## config.mk

```make
export PLATFORM = sky130hd
export DESIGN_NAME = terminal_out_fifo
export DESIGN_NICKNAME = d
export VERILOG_FILES = /design/src/rtl/terminal_out_fifo.sv
export SDC_FILE = /design/constraint.sdc
export NUM_CORES = 1
export LEC_CHECK = 0
export ABC_AREA = 1
export CORE_ASPECT_RATIO = 0.8
export CORE_MARGIN = 5
export CORE_UTILIZATION = 39
export CTS_CLUSTER_SIZE = 10
export DETAILED_ROUTE_END_ITERATION = 8
export HOLD_SLACK_MARGIN = 0.06
export RECOVER_POWER = 100
export SLEW_MARGIN = 0
export SYNTH_ARGS = -nofsm -noshare
export SYNTH_HDL_FRONTEND = slang
export SYNTH_SLANG_ARGS = --single-unit
```

## constraint.sdc

```tcl
create_clock -name clk -period 2.1 [get_ports clk]
set_input_delay 0.63 -clock clk [delete_from_list [all_inputs] [get_ports clk]]
set_output_delay 0.63 -clock clk [all_outputs]
set_load 0.01 [all_outputs]
```

## src/rtl/terminal_out_fifo.sv

```systemverilog
// rtl/terminal_out_fifo.sv - show-ahead byte FIFO draining OUT-instruction data to the terminal
module terminal_out_fifo #(
  parameter int DEPTH  = 8,
  parameter int ADDR_W = 3
) (
  input  logic              clk,
  input  logic              rst,
  input  logic              wr_en,
  input  logic [7:0]        wr_data,
  input  logic              clr_ovf,
  output logic [7:0]        term_data,
  output logic              term_valid,
  input  logic              term_ready,
  output logic              full,
  output logic              empty,
  output logic [ADDR_W:0]   count,
  output logic              overflow
);

  localparam logic [ADDR_W:0] DEPTH_C = (ADDR_W+1)'(DEPTH);

  logic [7:0]        mem_q [DEPTH];
  logic [ADDR_W-1:0] wr_ptr_q, wr_ptr_d;
  logic [ADDR_W-1:0] rd_ptr_q, rd_ptr_d;
  logic [ADDR_W:0]   count_q,  count_d;
  logic              ovf_q,    ovf_d;

  logic pop;
  logic push;
  logic drop;

  // Status flags come straight from the registered count so they never glitch.
  always_comb begin
    empty      = (count_q == '0);
    full       = (count_q == DEPTH_C);
    count      = count_q;
    overflow   = ovf_q;
    term_valid = !empty;
    // Mask the head byte when empty so the terminal never sees stale memory.
    term_data  = empty ? 8'h00 : mem_q[rd_ptr_q];
  end

  // Handshake decode and next-state for pointers, count and the sticky overflow flag.
  always_comb begin
    pop      = term_valid && term_ready;
    // A pop in the same cycle frees a slot, so a full queue still accepts the write.
    push     = wr_en && (!full || pop);
    drop     = wr_en && full && !pop;
    wr_ptr_d = wr_ptr_q;
    rd_ptr_d = rd_ptr_q;
    count_d  = count_q;
    ovf_d    = ovf_q;
    if (push) wr_ptr_d = wr_ptr_q + 1'b1;
    if (pop)  rd_ptr_d = rd_ptr_q + 1'b1;
    if (push && !pop)      count_d = count_q + 1'b1;
    else if (pop && !push) count_d = count_q - 1'b1;
    // A fresh drop beats a clear issued in the same cycle.
    if (drop)         ovf_d = 1'b1;
    else if (clr_ovf) ovf_d = 1'b0;
  end

  // Control state register; reset overrides any write or handshake in the same cycle.
  always_ff @(posedge clk) begin
    if (rst) begin
      wr_ptr_q <= '0;
      rd_ptr_q <= '0;
      count_q  <= '0;
      ovf_q    <= 1'b0;
    end else begin
      wr_ptr_q <= wr_ptr_d;
      rd_ptr_q <= rd_ptr_d;
      count_q  <= count_d;
      ovf_q    <= ovf_d;
    end
  end

  // Byte storage; contents need no reset because reads are masked while empty.
  always_ff @(posedge clk) begin
    if (!rst && push) mem_q[wr_ptr_q] <= wr_data;
  end

endmodule

```

==> results.toml, run 1 <==
[global_routing]
track_usage = 0.146
grt_pass1_wl_um = 12700
antenna_found_initial = 0
overflow = 0
grt_pass1_vias = 2548
grt_max_degree = 17

[die]
io_pins = 29
die-area_sq_mm = 0.0113
start_util = 0.399
die_h_um = 96.0
rows = 31
die_w_um = 118
core_sq_mm = 0.00904

[worst_setup_path]
crit_arrival_ns = 1.50
cp-endpoint = "term_data[1]"
cp_max_fo = 7
cp_data_required_time_ns = 1.47
reg2regPathDepth = 13
worstSetupPathType = "register to output pin"
startpoint_type = "register"
r2r_slack_ns = 0.11
crit_path_end_kind = "output pin"
worstReg2RegStart = "count[1]$_SDFFE_PP0P_"
r2r_end = "count[3]$_SDFFE_PP0P_"

[power]
ir_drop_v = 0.000452
switching_share = 0.333
p_per_area_mw_per_mm2 = 1180
combPwrFrac = 0.383
p_sw_mw = 1.83
p_clk_frac = 0.280
p_int_mw = 3.66
power_leakage_nw = 2.06
power_frac_seq = 0.337

[route]
antenna_left = 0
vias_per_cell = 4.58
num_vias = 2601
dr.first_iter.drc_count = 163
post_drt_wl_per_cell_um = 13.7
firstDrtPassIters = 4
drt_wl_total_um = 7770
drc = 0

[place]
io_buffers = 28
place_congestion = 0.792
dp_hpwl_um = 5010
placed_area_sq_mm = 0.00425

[cells_and_area]
final_nets = 467
syn_to_final_growth_pct = 29.0
drive_gt1_frac = 0.236
diodes = 0
final_area_sq_mm = 0.00465
final_util = 0.515

[synthesis]
yosysSeqAreaShare = 0.610
yosysWarnings = 0
yosys.cell_types.count = 25
synth-seq-cells = 78
synth_area_leaders = "edfxtp_1 53%, nand2_1 13%, dfxtp_1 7.8%"
netlist_instances = 372
syn_area_sq_mm = 0.00361
synth_top_area_share = 0.533
syn_area_per_cell_sq_um = 9.70
synth_top_cell_by_area = "edfxtp_1"
syn_nets = 391

[run]
max_cap_viol_count = 0

[outcome]
violations = "setup timing"
status = "finished with violations"

[sta]
period_share = 1.01
clock_skew_ns = 0.0102
finalSetupViolCount = 5
slew_violations = 0
tightest_slew_ns = 0.395
worst_slack_ns = -0.0307
tns_ns = -0.0804
min_period_ns = 2.13
hold_viol_final = 0
max_slew_margin = 0.737
rsz0062_at_grt = "yes"
fmax_mhz = 469

[cts]
clock_latency_ns = 0.33
cts-root-buf = "clkbuf_16"
tritoncts = "yes"
htree_levels = 3
cts_sinks = 78
cts_buffers = 9
clockBufferDepth = 2
clk_pin_slew_ns = 0.05

[hold_path]
hold_class = "register to register"
-- power by group through the flow --
stage / registers [mW] / clock network (mW) / logic [mW]
after global placement: 1.87 / 0 / 1.95
after CTS: 1.85 / 1.55 / 2.10
final: 1.85 / 1.54 / 2.10
after floorplan: 1.90 / 0 / 1.14
after detailed placement: 1.87 / 0 / 1.97
after global routing: 1.86 / 1.63 / 2.35
-- cell type report --
type / count / area, sq um
Clock buffer: 9 / 225
Clock inverter: 7 / 71.3
Fill cell: 842 / 4380
Inverter: 51 / 210
Multi-Input combinational cell: 229 / 1160
Sequential cell: 78 / 2210
Tap cell: 115 / 144
Timing Repair Buffer: 78 / 624
Timing Repair inverter: 1 / 11.3
-- routing by layer --
layer  part of all wire  vias up  GRT usage
met5                  0        -          0
met2               0.48       47      0.251
met1               0.47     1208      0.182
met3              0.037       13     0.0358
li1                   -     1333          -
met4              0.020        0     0.0506
-- registers in the layout (all words and copies together), names as in the netlist, named ones only --
name,cells
wr_ptr_q,3
count,4
rd_ptr_q,3
overflow,1
mem_q,64
-- through the flow --
stage          setup slack, ns  cells  hold WS, ns  total power [mW]
2_1_floorplan           0.0295    372        0.456              3.05
3_3_place_gp            -0.458    544        0.455              3.81
3_5_place_dp            -0.512    544        0.456              3.84
4_1_cts                 -0.103    567        0.467              5.50
5_1_grt                 -0.134    568        0.507              5.84
6_report               -0.0307    568        0.461              5.49
-- cell usage in the layout, fill, tap and decap left out, drive strengths merged, types with 2 or more instances in the layout --
cell and instances:
nand2 134, edfxtp 64, inv 54, nor2 37
buf 37, nand3 35, clkbuf 29, dfxtp 14
dlygate4sd3 11, a21oi 9, ha 5, clkdlybuf4s50 4
dlygate4sd2 4, xor2 3, o21ai 2, clkinvlp 2
clkinv 2
-- worst min-delay path by stage --
stage	cells after the start	to	startpoint	slack [ns]
after floorplan	2	register	rd_ptr_q[1]$_SDFFE_PP0N_	0.46
after global placement	2	overflow$_SDFFE_PP0P_	overflow$_SDFFE_PP0P_	0.46
after detailed placement	2	overflow$_SDFFE_PP0P_	overflow$_SDFFE_PP0P_	0.46
after CTS	2	overflow$_SDFFE_PP0P_	overflow$_SDFFE_PP0P_	0.47
after global routing	2	overflow$_SDFFE_PP0P_	overflow$_SDFFE_PP0P_	0.51
final	2	overflow$_SDFFE_PP0P_	overflow$_SDFFE_PP0P_	0.46
-- Yosys cell counts --
master / instances
nor2_1: 36
nor2_4: 1
nand2_2: 13
xor2_1: 3
ha_1: 5
fa_1: 1
clkbuf_1: 1
nand3_4: 1
nand3b_1: 1
edfxtp_1: 64
o21ai_0: 2
dfxtp_1: 14
nand3_2: 1
buf_12: 1
inv_1: 46
nand2_1: 121
or2_2: 1
buf_2: 3
nand3_1: 33
buf_6: 7
a21oi_1: 9
nand4_4: 1
inv_8: 1
buf_4: 2
inv_2: 4
-- critical path, stage by stage, from the launching register on --
cell and delay, ns:
dfxtp_4 0.36, buf_12 0.17, buf_4 0.13, nand2_1 0.04, nand2_1 0.06, nand2_1 0.04
nand2_1 0.05, nor2_1 0.04, nor2_2 0.13, buf_2 0.14
-- repair_timing --
item	in CTS	in global routing
pin swaps	13	12
endpoints found under the hold margin	0	0
setup buffers	5	2
gates cloned	2	0
resized for setup	61	17
endpoints found under the setup margin	13	11
hold buffers	0	0
-- logic make-up after synthesis --
kind of cell	share of synthesized area
buffers and inverters	0.0919
and+or+nand+nor	0.252
AOI/OAI and AO/OA	0.0153
DFF	0.610
adders and majority gates	0.0229
xor gates and xnor gates	0.00729
No activity file was read; power rests on OpenSTA's default activity.
==> inputs of run 2 (changes only) <==
Settings changed: ABC_CLOCK_PERIOD_IN_PS set to 2100.
==> results of run 2 <==
Same layout as run 1: the final DEF is identical, and so are final timing and power.
==> edit, RTL diff (settings of run 2) <==
Reset style: asynchronous (`rst`), changed in one clocked block.
--- a/src/rtl/terminal_out_fifo.sv
+++ b/src/rtl/terminal_out_fifo.sv
@@ -61,5 +61,5 @@
 
   // Control state register; reset overrides any write or handshake in the same cycle.
-  always_ff @(posedge clk) begin
+  always_ff @(posedge clk or posedge rst) begin
     if (rst) begin
       wr_ptr_q <= '0;
Check against the original RTL: differs if rst is asserted again (counterexample within 4 cycles, from zero or initial values and one cycle with rst high); with rst held inactive, the same outputs for 10 cycles.
==> edit against run 2 <==
- the flow still finishes with violations (negative setup slack)
- sequential cell count is 3 lower
- register-to-register slack worse by 0.06 ns
- routed wire length is 9.9% higher
- area after synthesis is 2.4% lower
- critical path depth is 1 lower
- worst setup slack worse by 0.11 ns
- final cell count is 1.6% lower
- clock power is 5% lower
- design area is 2.6% higher
- total power is 19% higher
- largest cell class unchanged
==> edit: results (changes against run 2) <==
{
  "finish": {
    "design_area": {"value": 4780, "unit": "um2", "change": "+2.6%"},
    "drive_above_1_share": {"value": 26.4, "unit": "%", "change": "+2.7 points"},
    "clkCellAreaFrac": {"value": 5.95, "unit": "%", "change": "-0.42 points"},
    "final.signal_inverter_count": {"value": 78, "change": "+50%"},
    "non_clock_buffer_count": {"value": 75, "change": "-3.8%"},
    "finalNetCount": {"value": 458, "change": "-1.9%"},
    "multi_input_area_share": {"value": 24.1, "unit": "%", "change": "-0.82 points"}
  },
  "synthesis": {
    "synth_area_in_compound_gates": {"value": 0.711, "unit": "%", "change": "-0.82 points"},
    "ys_top_cells_by_area": "edfxtp_1, nand2_1, inv_1",
    "synth_fa_ha_area_share": {"value": 2.35, "unit": "%", "change": "+0.057 points"},
    "post_synth_top_cells": "nand2_1, inv_1, edfxtp_1",
    "synthesis.instances": {"value": 366, "change": "-1.6%"},
    "syn_nets": {"value": 385, "change": "-1.5%"},
    "synth-xor-area-share": {"value": 1.24, "unit": "%", "change": "+0.52 points"},
    "post_synth_num_cell_types": {"value": 23, "change": "-8.0%"},
    "ys_async_sr_fraction": {"value": 14.7, "unit": "%", "change": "+15 points"}
  },
  "sta": {
    "setup_viol": {"value": 9, "change": "+4"},
    "slew-limit-headroom": {"value": 57.3, "unit": "%", "change": "-16 points"},
    "finalWorstSetupSlack": {"value": -0.139, "unit": "ns", "change": "-0.108 ns"},
    "post_route_clock_period_utilization": {"value": 107, "unit": "%", "change": "+5.1 points"}
  },
  "global_routing": {
    "global_route.usage.met2": {"value": 25.5, "unit": "%", "change": "+0.39 points"},
    "gr-usage-met1": {"value": 20.1, "unit": "%", "change": "+1.9 points"},
    "grt_max_degree": {"value": 21, "change": "+4"},
    "grt_first_pass_wirelength": {"value": 12600, "unit": "um", "change": "-0.49%"},
    "globalRouteTotalUtil": {"value": 15.5, "unit": "%", "change": "+0.95 points"}
  },
  "pwr": {
    "leakage": {"value": 0.00222, "unit": "uW", "change": "+7.6%"}
  },
  "detailed_routing": {
    "route.vias.total": {"value": 2600, "change": "-0.038%"},
    "wirelength": {"value": 8530, "unit": "um", "change": "+9.9%"}
  },
  "run_status": {
    "violations_in_the_final_reports": "negative setup slack",
    "status": "finished, violations left"
  },
  "place": {
    "placed_instance_area": {"value": 4170, "unit": "um2", "change": "-1.8%"}
  },
  "critical_path": {
    "arrival": {"value": 1.61, "unit": "ns", "change": "+0.11 ns"},
    "critical_path.slowest_cell": "dfrtp_2"
  }
}
[edit: cell count changes after synthesis, sizes merged, moves of 2 or more]
cell   change
nand2     -29
inv       +27
dfxtp     -14
nand3     +12
nor2      -12
dfrtp     +11
a21oi      -8
nor3       +4
xnor2      +4
o21ai      +2
xor2       -2
[edit: final timing paths]
kind	start	end	slack, ns	depth (start not counted)
setup / recovery	rd_ptr_q[0]	term_data[6]	-0.14	8
hold / removal	overflow	overflow	0.57	2
setup reg to reg	count[0]	count[3]	0.05	15
hold reg to reg	overflow	overflow	0.57	2
max in group asynchronous	rst	rd_ptr_q[0]	0.65	3
min in group asynchronous	rst	wr_ptr_q[0]	1.00	3
[edit: per-stage QoR]
step           worst slack [ns]  setup TNS, ns  hold slack [ns]
2_1_floorplan          0.000628              0            0.507
3_3_place_gp             -0.421          -7.02            0.512
3_5_place_dp             -0.490         -10.65            0.577
4_1_cts                  -0.175          -1.05            0.580
5_1_grt                  -0.208          -1.79            0.572
6_report                 -0.139         -0.702            0.566
